<file path="src/rtl/up_pkg.sv">
`default_nettype none
// +-------------------------------------------------------------------------+
// | Package : up_pkg                                                        |
// | Purpose : Shared widths, opcode constants and FSM state type for the    |
// |           up_op_seq operation sequencer and its ALU.                    |
// | Ports   : n/a                                                           |
// | Rev     : 1.0  initial release                                          |
// +-------------------------------------------------------------------------+
package up_pkg;

  localparam int DATA_W = 8;  // matches the 8-bit register block
  localparam int SEL_W  = 2;  // 4 registers

  localparam logic [2:0] OP_ADD = 3'd0;
  localparam logic [2:0] OP_SUB = 3'd1;
  localparam logic [2:0] OP_AND = 3'd2;
  localparam logic [2:0] OP_OR  = 3'd3;
  localparam logic [2:0] OP_XOR = 3'd4;
  localparam logic [2:0] OP_MOV = 3'd5;
  localparam logic [2:0] OP_LDI = 3'd6;
  localparam logic [2:0] OP_NOP = 3'd7;

  typedef enum logic [1:0] {
    S_IDLE = 2'd0,
    S_READ = 2'd1,
    S_EXEC = 2'd2,
    S_WB   = 2'd3
  } state_t;

endpackage
`default_nettype wire

</file>
<file path="src/rtl/up_op_seq_if.sv">
`default_nettype none
// +-------------------------------------------------------------------------+
// | Interface : up_op_seq_if                                                |
// | Purpose   : Bundles the instruction handshake, register-block access    |
// |             and status signals of the operation sequencer.              |
// | Modports  : master - environment side (drives instr_*, rf_data_out_*)   |
// |             slave  - sequencer side (drives ready, selects, write data, |
// |                      write enable, flags, done)                         |
// | Rev       : 1.0  initial release                                        |
// +-------------------------------------------------------------------------+
interface up_op_seq_if;
  import up_pkg::*;

  logic              instr_valid;
  logic              instr_ready;
  logic [2:0]        instr_op;
  logic [SEL_W-1:0]  instr_rd;
  logic [SEL_W-1:0]  instr_ra;
  logic [SEL_W-1:0]  instr_rb;
  logic [DATA_W-1:0] instr_imm;
  logic [SEL_W-1:0]  rf_sel_out_a;
  logic [SEL_W-1:0]  rf_sel_out_b;
  logic [DATA_W-1:0] rf_data_out_a;
  logic [DATA_W-1:0] rf_data_out_b;
  logic [SEL_W-1:0]  rf_sel_in;
  logic [DATA_W-1:0] rf_data_in;
  logic              rf_we;
  logic              flag_z;
  logic              flag_c;
  logic              done;

  modport master (
    output instr_valid, instr_op, instr_rd, instr_ra, instr_rb, instr_imm,
    output rf_data_out_a, rf_data_out_b,
    input  instr_ready, rf_sel_out_a, rf_sel_out_b, rf_sel_in, rf_data_in,
    input  rf_we, flag_z, flag_c, done
  );

  modport slave (
    input  instr_valid, instr_op, instr_rd, instr_ra, instr_rb, instr_imm,
    input  rf_data_out_a, rf_data_out_b,
    output instr_ready, rf_sel_out_a, rf_sel_out_b, rf_sel_in, rf_data_in,
    output rf_we, flag_z, flag_c, done
  );

endinterface
`default_nettype wire

</file>
<file path="src/rtl/up_alu.sv">
`default_nettype none
// +-------------------------------------------------------------------------+
// | Module  : up_alu                                                        |
// | Purpose : Combinational 8-bit ALU for the operation sequencer.          |
// | Ports   : op     in  opcode                                             |
// |           a, b   in  operands captured from the register block          |
// |           imm    in  immediate (LDI only)                               |
// |           result out 8-bit result, mod 2^8                              |
// |           carry  out ADD carry-out / SUB borrow, 0 for all other ops    |
// | Rev     : 1.0  initial release                                          |
// +-------------------------------------------------------------------------+
module up_alu
  import up_pkg::*;
(
  input  logic [2:0]        op,
  input  logic [DATA_W-1:0] a,
  input  logic [DATA_W-1:0] b,
  input  logic [DATA_W-1:0] imm,
  output logic [DATA_W-1:0] result,
  output logic              carry
);

  always_comb begin
    result = '0;
    carry  = 1'b0;
    case (op)
      OP_ADD: {carry, result} = {1'b0, a} + {1'b0, b};
      OP_SUB: begin
        result = a - b;
        carry  = (a < b);  // borrow
      end
      OP_AND: result = a & b;
      OP_OR:  result = a | b;
      OP_XOR: result = a ^ b;
      OP_MOV: result = a;
      OP_LDI: result = imm;
      default: begin
        result = '0;
        carry  = 1'b0;
      end
    endcase
  end

endmodule
`default_nettype wire

</file>
<file path="src/rtl/up_op_seq.sv">
`default_nettype none
// +-------------------------------------------------------------------------+
// | Module  : up_op_seq                                                     |
// | Purpose : Four-state instruction sequencer (IDLE/READ/EXEC/WB) driving  |
// |           a 4 x 8-bit two-read/one-write register block.                |
// | Ports   : clk   in  clock, rising edge                                  |
// |           nRst  in  asynchronous active-low reset                       |
// |           bus   up_op_seq_if.slave: instruction handshake, register     |
// |                 read/write selects and data, rf_we, flags, done         |
// | Rev     : 1.0  initial release                                          |
// +-------------------------------------------------------------------------+
module up_op_seq
  import up_pkg::*;
(
  input  logic        clk,
  input  logic        nRst,
  up_op_seq_if.slave  bus
);

  state_t            state_q;
  logic [2:0]        op_q;
  logic [SEL_W-1:0]  rd_q;
  logic [SEL_W-1:0]  ra_q;
  logic [SEL_W-1:0]  rb_q;
  logic [DATA_W-1:0] imm_q;
  logic [DATA_W-1:0] a_q;
  logic [DATA_W-1:0] b_q;
  logic [DATA_W-1:0] result_q;
  logic              carry_q;
  logic              ready_q;
  logic              we_q;
  logic              done_q;
  logic              z_q;
  logic              c_q;

  logic [DATA_W-1:0] alu_result_d;
  logic              alu_carry_d;

  up_alu u_alu (
    .op     (op_q),
    .a      (a_q),
    .b      (b_q),
    .imm    (imm_q),
    .result (alu_result_d),
    .carry  (alu_carry_d)
  );

  // All outputs are registered; rf_we/done are set on the EXEC->WB edge so
  // they are high exactly during WB.
  always_ff @(posedge clk or negedge nRst) begin
    if (!nRst) begin
      state_q  <= S_IDLE;
      op_q     <= OP_ADD;
      rd_q     <= '0;
      ra_q     <= '0;
      rb_q     <= '0;
      imm_q    <= '0;
      a_q      <= '0;
      b_q      <= '0;
      result_q <= '0;
      carry_q  <= 1'b0;
      ready_q  <= 1'b1;
      we_q     <= 1'b0;
      done_q   <= 1'b0;
      z_q      <= 1'b0;
      c_q      <= 1'b0;
    end else begin
      we_q   <= 1'b0;
      done_q <= 1'b0;
      case (state_q)
        S_IDLE: begin
          if (bus.instr_valid) begin
            op_q    <= bus.instr_op;
            rd_q    <= bus.instr_rd;
            ra_q    <= bus.instr_ra;
            rb_q    <= bus.instr_rb;
            imm_q   <= bus.instr_imm;
            ready_q <= 1'b0;
            state_q <= S_READ;
          end
        end
        S_READ: begin
          a_q     <= bus.rf_data_out_a;
          b_q     <= bus.rf_data_out_b;
          state_q <= S_EXEC;
        end
        S_EXEC: begin
          // NOP leaves the result register alone so rf_data_in keeps
          // showing the last written value.
          if (op_q != OP_NOP) begin
            result_q <= alu_result_d;
            carry_q  <= alu_carry_d;
          end
          we_q    <= (op_q != OP_NOP);
          done_q  <= 1'b1;
          state_q <= S_WB;
        end
        S_WB: begin
          if (op_q != OP_NOP) begin
            z_q <= (result_q == '0);
            c_q <= carry_q;
          end
          ready_q <= 1'b1;
          state_q <= S_IDLE;
        end
        default: begin
          ready_q <= 1'b1;
          state_q <= S_IDLE;
        end
      endcase
    end
  end

  assign bus.instr_ready  = ready_q;
  assign bus.rf_sel_out_a = ra_q;
  assign bus.rf_sel_out_b = rb_q;
  assign bus.rf_sel_in    = rd_q;
  assign bus.rf_data_in   = result_q;
  assign bus.rf_we        = we_q;
  assign bus.done         = done_q;
  assign bus.flag_z       = z_q;
  assign bus.flag_c       = c_q;

endmodule
`default_nettype wire

</file>
<file path="src/flat_wrapper.sv">
// flat-port wrapper written by rule: the top's interface ports become plain ports
module up_op_seq_flat import up_pkg::*;
  (clk, nRst, bus_instr_valid, bus_instr_op, bus_instr_rd, bus_instr_ra, bus_instr_rb, bus_instr_imm, bus_rf_data_out_a, bus_rf_data_out_b, bus_instr_ready, bus_rf_sel_out_a, bus_rf_sel_out_b, bus_rf_sel_in, bus_rf_data_in, bus_rf_we, bus_flag_z, bus_flag_c, bus_done);
  up_op_seq_if bus_i ();
  input  logic clk;
  input  logic nRst;
  input wire logic [$bits(bus_i.instr_valid)-1:0] bus_instr_valid;
  input wire logic [$bits(bus_i.instr_op)-1:0] bus_instr_op;
  input wire logic [$bits(bus_i.instr_rd)-1:0] bus_instr_rd;
  input wire logic [$bits(bus_i.instr_ra)-1:0] bus_instr_ra;
  input wire logic [$bits(bus_i.instr_rb)-1:0] bus_instr_rb;
  input wire logic [$bits(bus_i.instr_imm)-1:0] bus_instr_imm;
  input wire logic [$bits(bus_i.rf_data_out_a)-1:0] bus_rf_data_out_a;
  input wire logic [$bits(bus_i.rf_data_out_b)-1:0] bus_rf_data_out_b;
  output wire logic [$bits(bus_i.instr_ready)-1:0] bus_instr_ready;
  output wire logic [$bits(bus_i.rf_sel_out_a)-1:0] bus_rf_sel_out_a;
  output wire logic [$bits(bus_i.rf_sel_out_b)-1:0] bus_rf_sel_out_b;
  output wire logic [$bits(bus_i.rf_sel_in)-1:0] bus_rf_sel_in;
  output wire logic [$bits(bus_i.rf_data_in)-1:0] bus_rf_data_in;
  output wire logic [$bits(bus_i.rf_we)-1:0] bus_rf_we;
  output wire logic [$bits(bus_i.flag_z)-1:0] bus_flag_z;
  output wire logic [$bits(bus_i.flag_c)-1:0] bus_flag_c;
  output wire logic [$bits(bus_i.done)-1:0] bus_done;
  assign bus_i.instr_valid = bus_instr_valid;
  assign bus_i.instr_op = bus_instr_op;
  assign bus_i.instr_rd = bus_instr_rd;
  assign bus_i.instr_ra = bus_instr_ra;
  assign bus_i.instr_rb = bus_instr_rb;
  assign bus_i.instr_imm = bus_instr_imm;
  assign bus_i.rf_data_out_a = bus_rf_data_out_a;
  assign bus_i.rf_data_out_b = bus_rf_data_out_b;
  assign bus_instr_ready = bus_i.instr_ready;
  assign bus_rf_sel_out_a = bus_i.rf_sel_out_a;
  assign bus_rf_sel_out_b = bus_i.rf_sel_out_b;
  assign bus_rf_sel_in = bus_i.rf_sel_in;
  assign bus_rf_data_in = bus_i.rf_data_in;
  assign bus_rf_we = bus_i.rf_we;
  assign bus_flag_z = bus_i.flag_z;
  assign bus_flag_c = bus_i.flag_c;
  assign bus_done = bus_i.done;
  up_op_seq u_core (.clk(clk), .nRst(nRst), .bus(bus_i));
endmodule
</file>
<file path="config.mk">
export PLATFORM = sky130hd
export DESIGN_NAME = up_op_seq_flat
export DESIGN_NICKNAME = d
export VERILOG_FILES = /design/src/rtl/up_pkg.sv /design/src/rtl/up_op_seq_if.sv /design/src/rtl/up_alu.sv /design/src/rtl/up_op_seq.sv /design/src/flat_wrapper.sv
export SDC_FILE = /design/constraint.sdc
export NUM_CORES = 1
export LEC_CHECK = 0
export BUFFER_PORTS_ARGS = -buffer_cell sky130_fd_sc_hd__buf_4
export CAP_MARGIN = 5
export CORE_MARGIN = 3
export CORE_UTILIZATION = 57
export CTS_CLUSTER_DIAMETER = 100
export DETAILED_ROUTE_END_ITERATION = 6
export PLACE_DENSITY = 0.86
export SYNTH_ARGS = -nofsm -noshare
export SYNTH_HDL_FRONTEND = slang
export SYNTH_SLANG_ARGS = --single-unit
</file>
<file path="constraint.sdc">
create_clock -name clk -period 2.3 [get_ports clk]
set_input_delay 0.345 -clock clk [delete_from_list [all_inputs] [get_ports clk]]
set_output_delay 0.345 -clock clk [all_outputs]
set_load 0.01 [all_outputs]
</file>
==> impl_metrics.toml <==
[run_status]
run_status = "complete, no violations"

[finish]
fin_nets = 454
area_delta_synth_final_pct = 19.0
fill_cells = 415
finalNonFillerCells = 458
n_antenna_cell = 0
finalInstanceArea_sq_um = 3800
drive_gt1_share_pct = 25.0
final_core_util_pct = 72.0

[run]
maxCapViolCount = 0

[timing]
min_period_over_period_pct = 93.3
slew_headroom_pct = 58.8
hold_violations = 0
setup_viol = 0
finClkSkew_ps = 4.97
rsz0062_at_grt = "false"
tightest_slew_ps = 619
post-route-min-period_ps = 2150
fin_tns_setup_ps = 0
clock.fmax_mhz = 466
slew_violations = 0

[synthesis]
yosysWarnings = 0
yosysMostFrequentCell = "dfrtp_1"
syn_avg_cell_area_sq_um = 9.55
synthTopCellsByArea = "dfrtp_1 38%, ha_1 11%, mux2_2 6.7%, o21ai_0 5.0%, nand2_1 4.0%"
synthCells = 334
synth.yosys.seq_area_share_pct = 38.5
netlist_area_sq_um = 3190
synth_edf_count = 0
netlist.area_leader.share_pct = 37.6
synth_largest_area_cell = "dfrtp_1"
async_reset_ff_share_pct = 100
synth_common_cells = "48 x dfrtp_1, 34 x nand2_1, 32 x o21ai_0, 29 x ha_1, 24 x inv_1"
synthDistinctLibCells = 58
ys_ff_latch = 49
syn_nets = 401
synthFlopType = "dfrtp_1"

[routing]
drt_pass1_iterations = 5
route.detailed.wl_per_inst_microns = 16.2
drt_iter0_markers = 198
drc = 0
routed_wl_mm = 7.43
vias = 2645
drtAntennaViolNets = 0
vias_per_cell = 5.78

[worst_setup_path]
critPathCaptureType = "flip-flop"
path_max_fanout = 4
cp.arrival_ps = 2350
start_kind = "flip-flop"
worstSetupPathType = "reg2reg"
crit_required_ps = 2500

[cts]
cts_setup_buffers = 0
postCtsHoldBufs = 0
cts_htree_levels = 2
numCtsBuffers = 5
cts_tree = "done"
clk_pin_slew_ps = 90
clockBufferDepth = 2
cts-root-buf = "clkbuf_8"
clock_latency_ps = 310
post_cts_resized = 0
clock-sinks = 49

[placement]
dp_cells = 450
gp_congestion = 0.918
place_area_sq_um = 3660
portBuffers = 54
hpwl_mm = 5.64

[floorplanning]
row_count = 26
io_pins = 55
fp.dieH_microns = 80.8
die_x_microns = 80.8
dieArea_sq_um = 6530
start_util_pct = 60.5
core_sq_um = 5270

[global_routing]
grt_pass1_wl_mm = 12.4
use_met2_pct = 40.0
antenna_found_initial = 0
grt_use_met1_pct = 35.1
met3_usage_pct = 4.32
grt-busiest-layer = "met2"
gr-usage-all-layers_pct = 24.6
overflow = 0
grt_pass1_vias = 2560
grt_max_degree = 50

[power_and_ir_drop]
p_seq_share_pct = 27.8
intPower_mw = 3.39
p_leak_nw = 1.73
powerDensity_nw_per_um2 = 1610
finalPower_mw = 6.12
power_frac_comb_pct = 60.3
pwr-share-clk_pct = 11.9
power.switching_fraction_pct = 44.6
irDropWorstVdd_v = 0.000827
switchingPower_mw = 2.73

[hold_path]
worstHoldPathType = "in2async"
[final timing paths]
| kind | start | end | slack [ps] | cells after the start |
|---|---|---|---|---|
| max in group asynchronous | nRst | u_core.b_q[2]$_DFFE_PN0N_ | 1830 | 1 |
| min | nRst | u_core.b_q[4]$_DFFE_PN0N_ | 30 | 1 |
| max reg2reg | u_core.b_q[1]$_DFFE_PN0N_ | u_core.bus.rf_data_in[3]$_DFFE_PN0P_ | 150 | 7 |
| min reg2reg | u_core.bus.flag_z$_DFFE_PN0P_ | u_core.bus.flag_z$_DFFE_PN0P_ | 500 | 2 |
| max | u_core.b_q[1]$_DFFE_PN0N_ | u_core.bus.rf_data_in[3]$_DFFE_PN0P_ | 150 | 7 |
| min in group clk | bus_rf_data_out_b[6] | u_core.b_q[6]$_DFFE_PN0N_ | 240 | 3 |
[cell type report]
class | instances | area (sq um) | area share (%)
tap | 70 | 87.6 | 2.31
sequential | 49 | 1230 | 32.3
clock inverter | 3 | 65.1 | 1.71
inverter | 25 | 93.8 | 2.47
clock buffer | 5 | 68.8 | 1.81
multi-input combinational | 242 | 1770 | 46.7
timing repair buffer | 64 | 480 | 12.7
[metal layers]
layer  wire length (microns)  vias to the layer above  part of all wire, %
li1                        -                     1275                    -
met1                    3440                     1266                   46
met5                       0                        -                    0
met4                      74                        0                  1.0
met2                    3460                       94                   47
met3                     458                       10                  6.2
[power groups by stage]
stage	Combinational [mW]	Sequential, mW	Clock, mW
3_3_place_gp	3.58	1.68	0
4_1_cts	3.66	1.69	0.740
3_5_place_dp	3.63	1.71	0
6_report	3.69	1.70	0.728
5_1_grt	4.10	1.76	0.778
2_1_floorplan	2.65	1.64	0
[per-stage QoR]
step	setup WS, ps	hold slack, ps
floorplan	404	49.4
global placement	247	396
detailed placement	199	402
CTS	176	71.7
global route	30.2	79.9
finish	153	33.7
[cells in the final DEF (no fill, tap or decap), types with 4 or more instances in the layout]
cell and n:
mux2i_1 6, dfrtp_1 48, nor2_1 13, buf_4 64, mux2_2 19, a221oi_1 4
a21oi_1 17, nand2b_1 8, clkbuf_8 5, ha_1 29, o211ai_1 9, o21ai_0 32
nor2b_1 5, a211oi_1 4, nand3_1 7, nand2_1 34, inv_1 24
[state kept, by name (all words and copies together) (netlist names), 2 cells and up]
name,cells
u_core.state_q,2
u_core.bus.rf_sel_in,2
u_core.op_q,3
u_core.bus.rf_data_in,8
u_core.bus.rf_sel_out_a,2
u_core.imm_q,8
u_core.bus.rf_sel_out_b,2
u_core.a_q,8
u_core.b_q,8
[kinds of logic (layout without fill, tap and decap cells)]
family          count (synthesis)  after routing  synth area share, %
compound gates                 94             94                 19.1
fa+ha+maj                      31             31                 12.6
simple gates                   87             87                 13.8
buf+inv                        43             97                 5.96
mux                            25             25                 8.59
flops                          49             49                 38.5
xor+xnor                        5              5                 1.37
[worst max-delay path, cell delays in order (launching register included)]
cell and delay [ps]:
dfrtp_1 460, inv_1 110, ha_1 350, a21oi_1 260
o21ba_1 200, nor3_1 50, or3b_1 350, a32o_1 250
No activity file was read; power rests on OpenSTA's default activity.
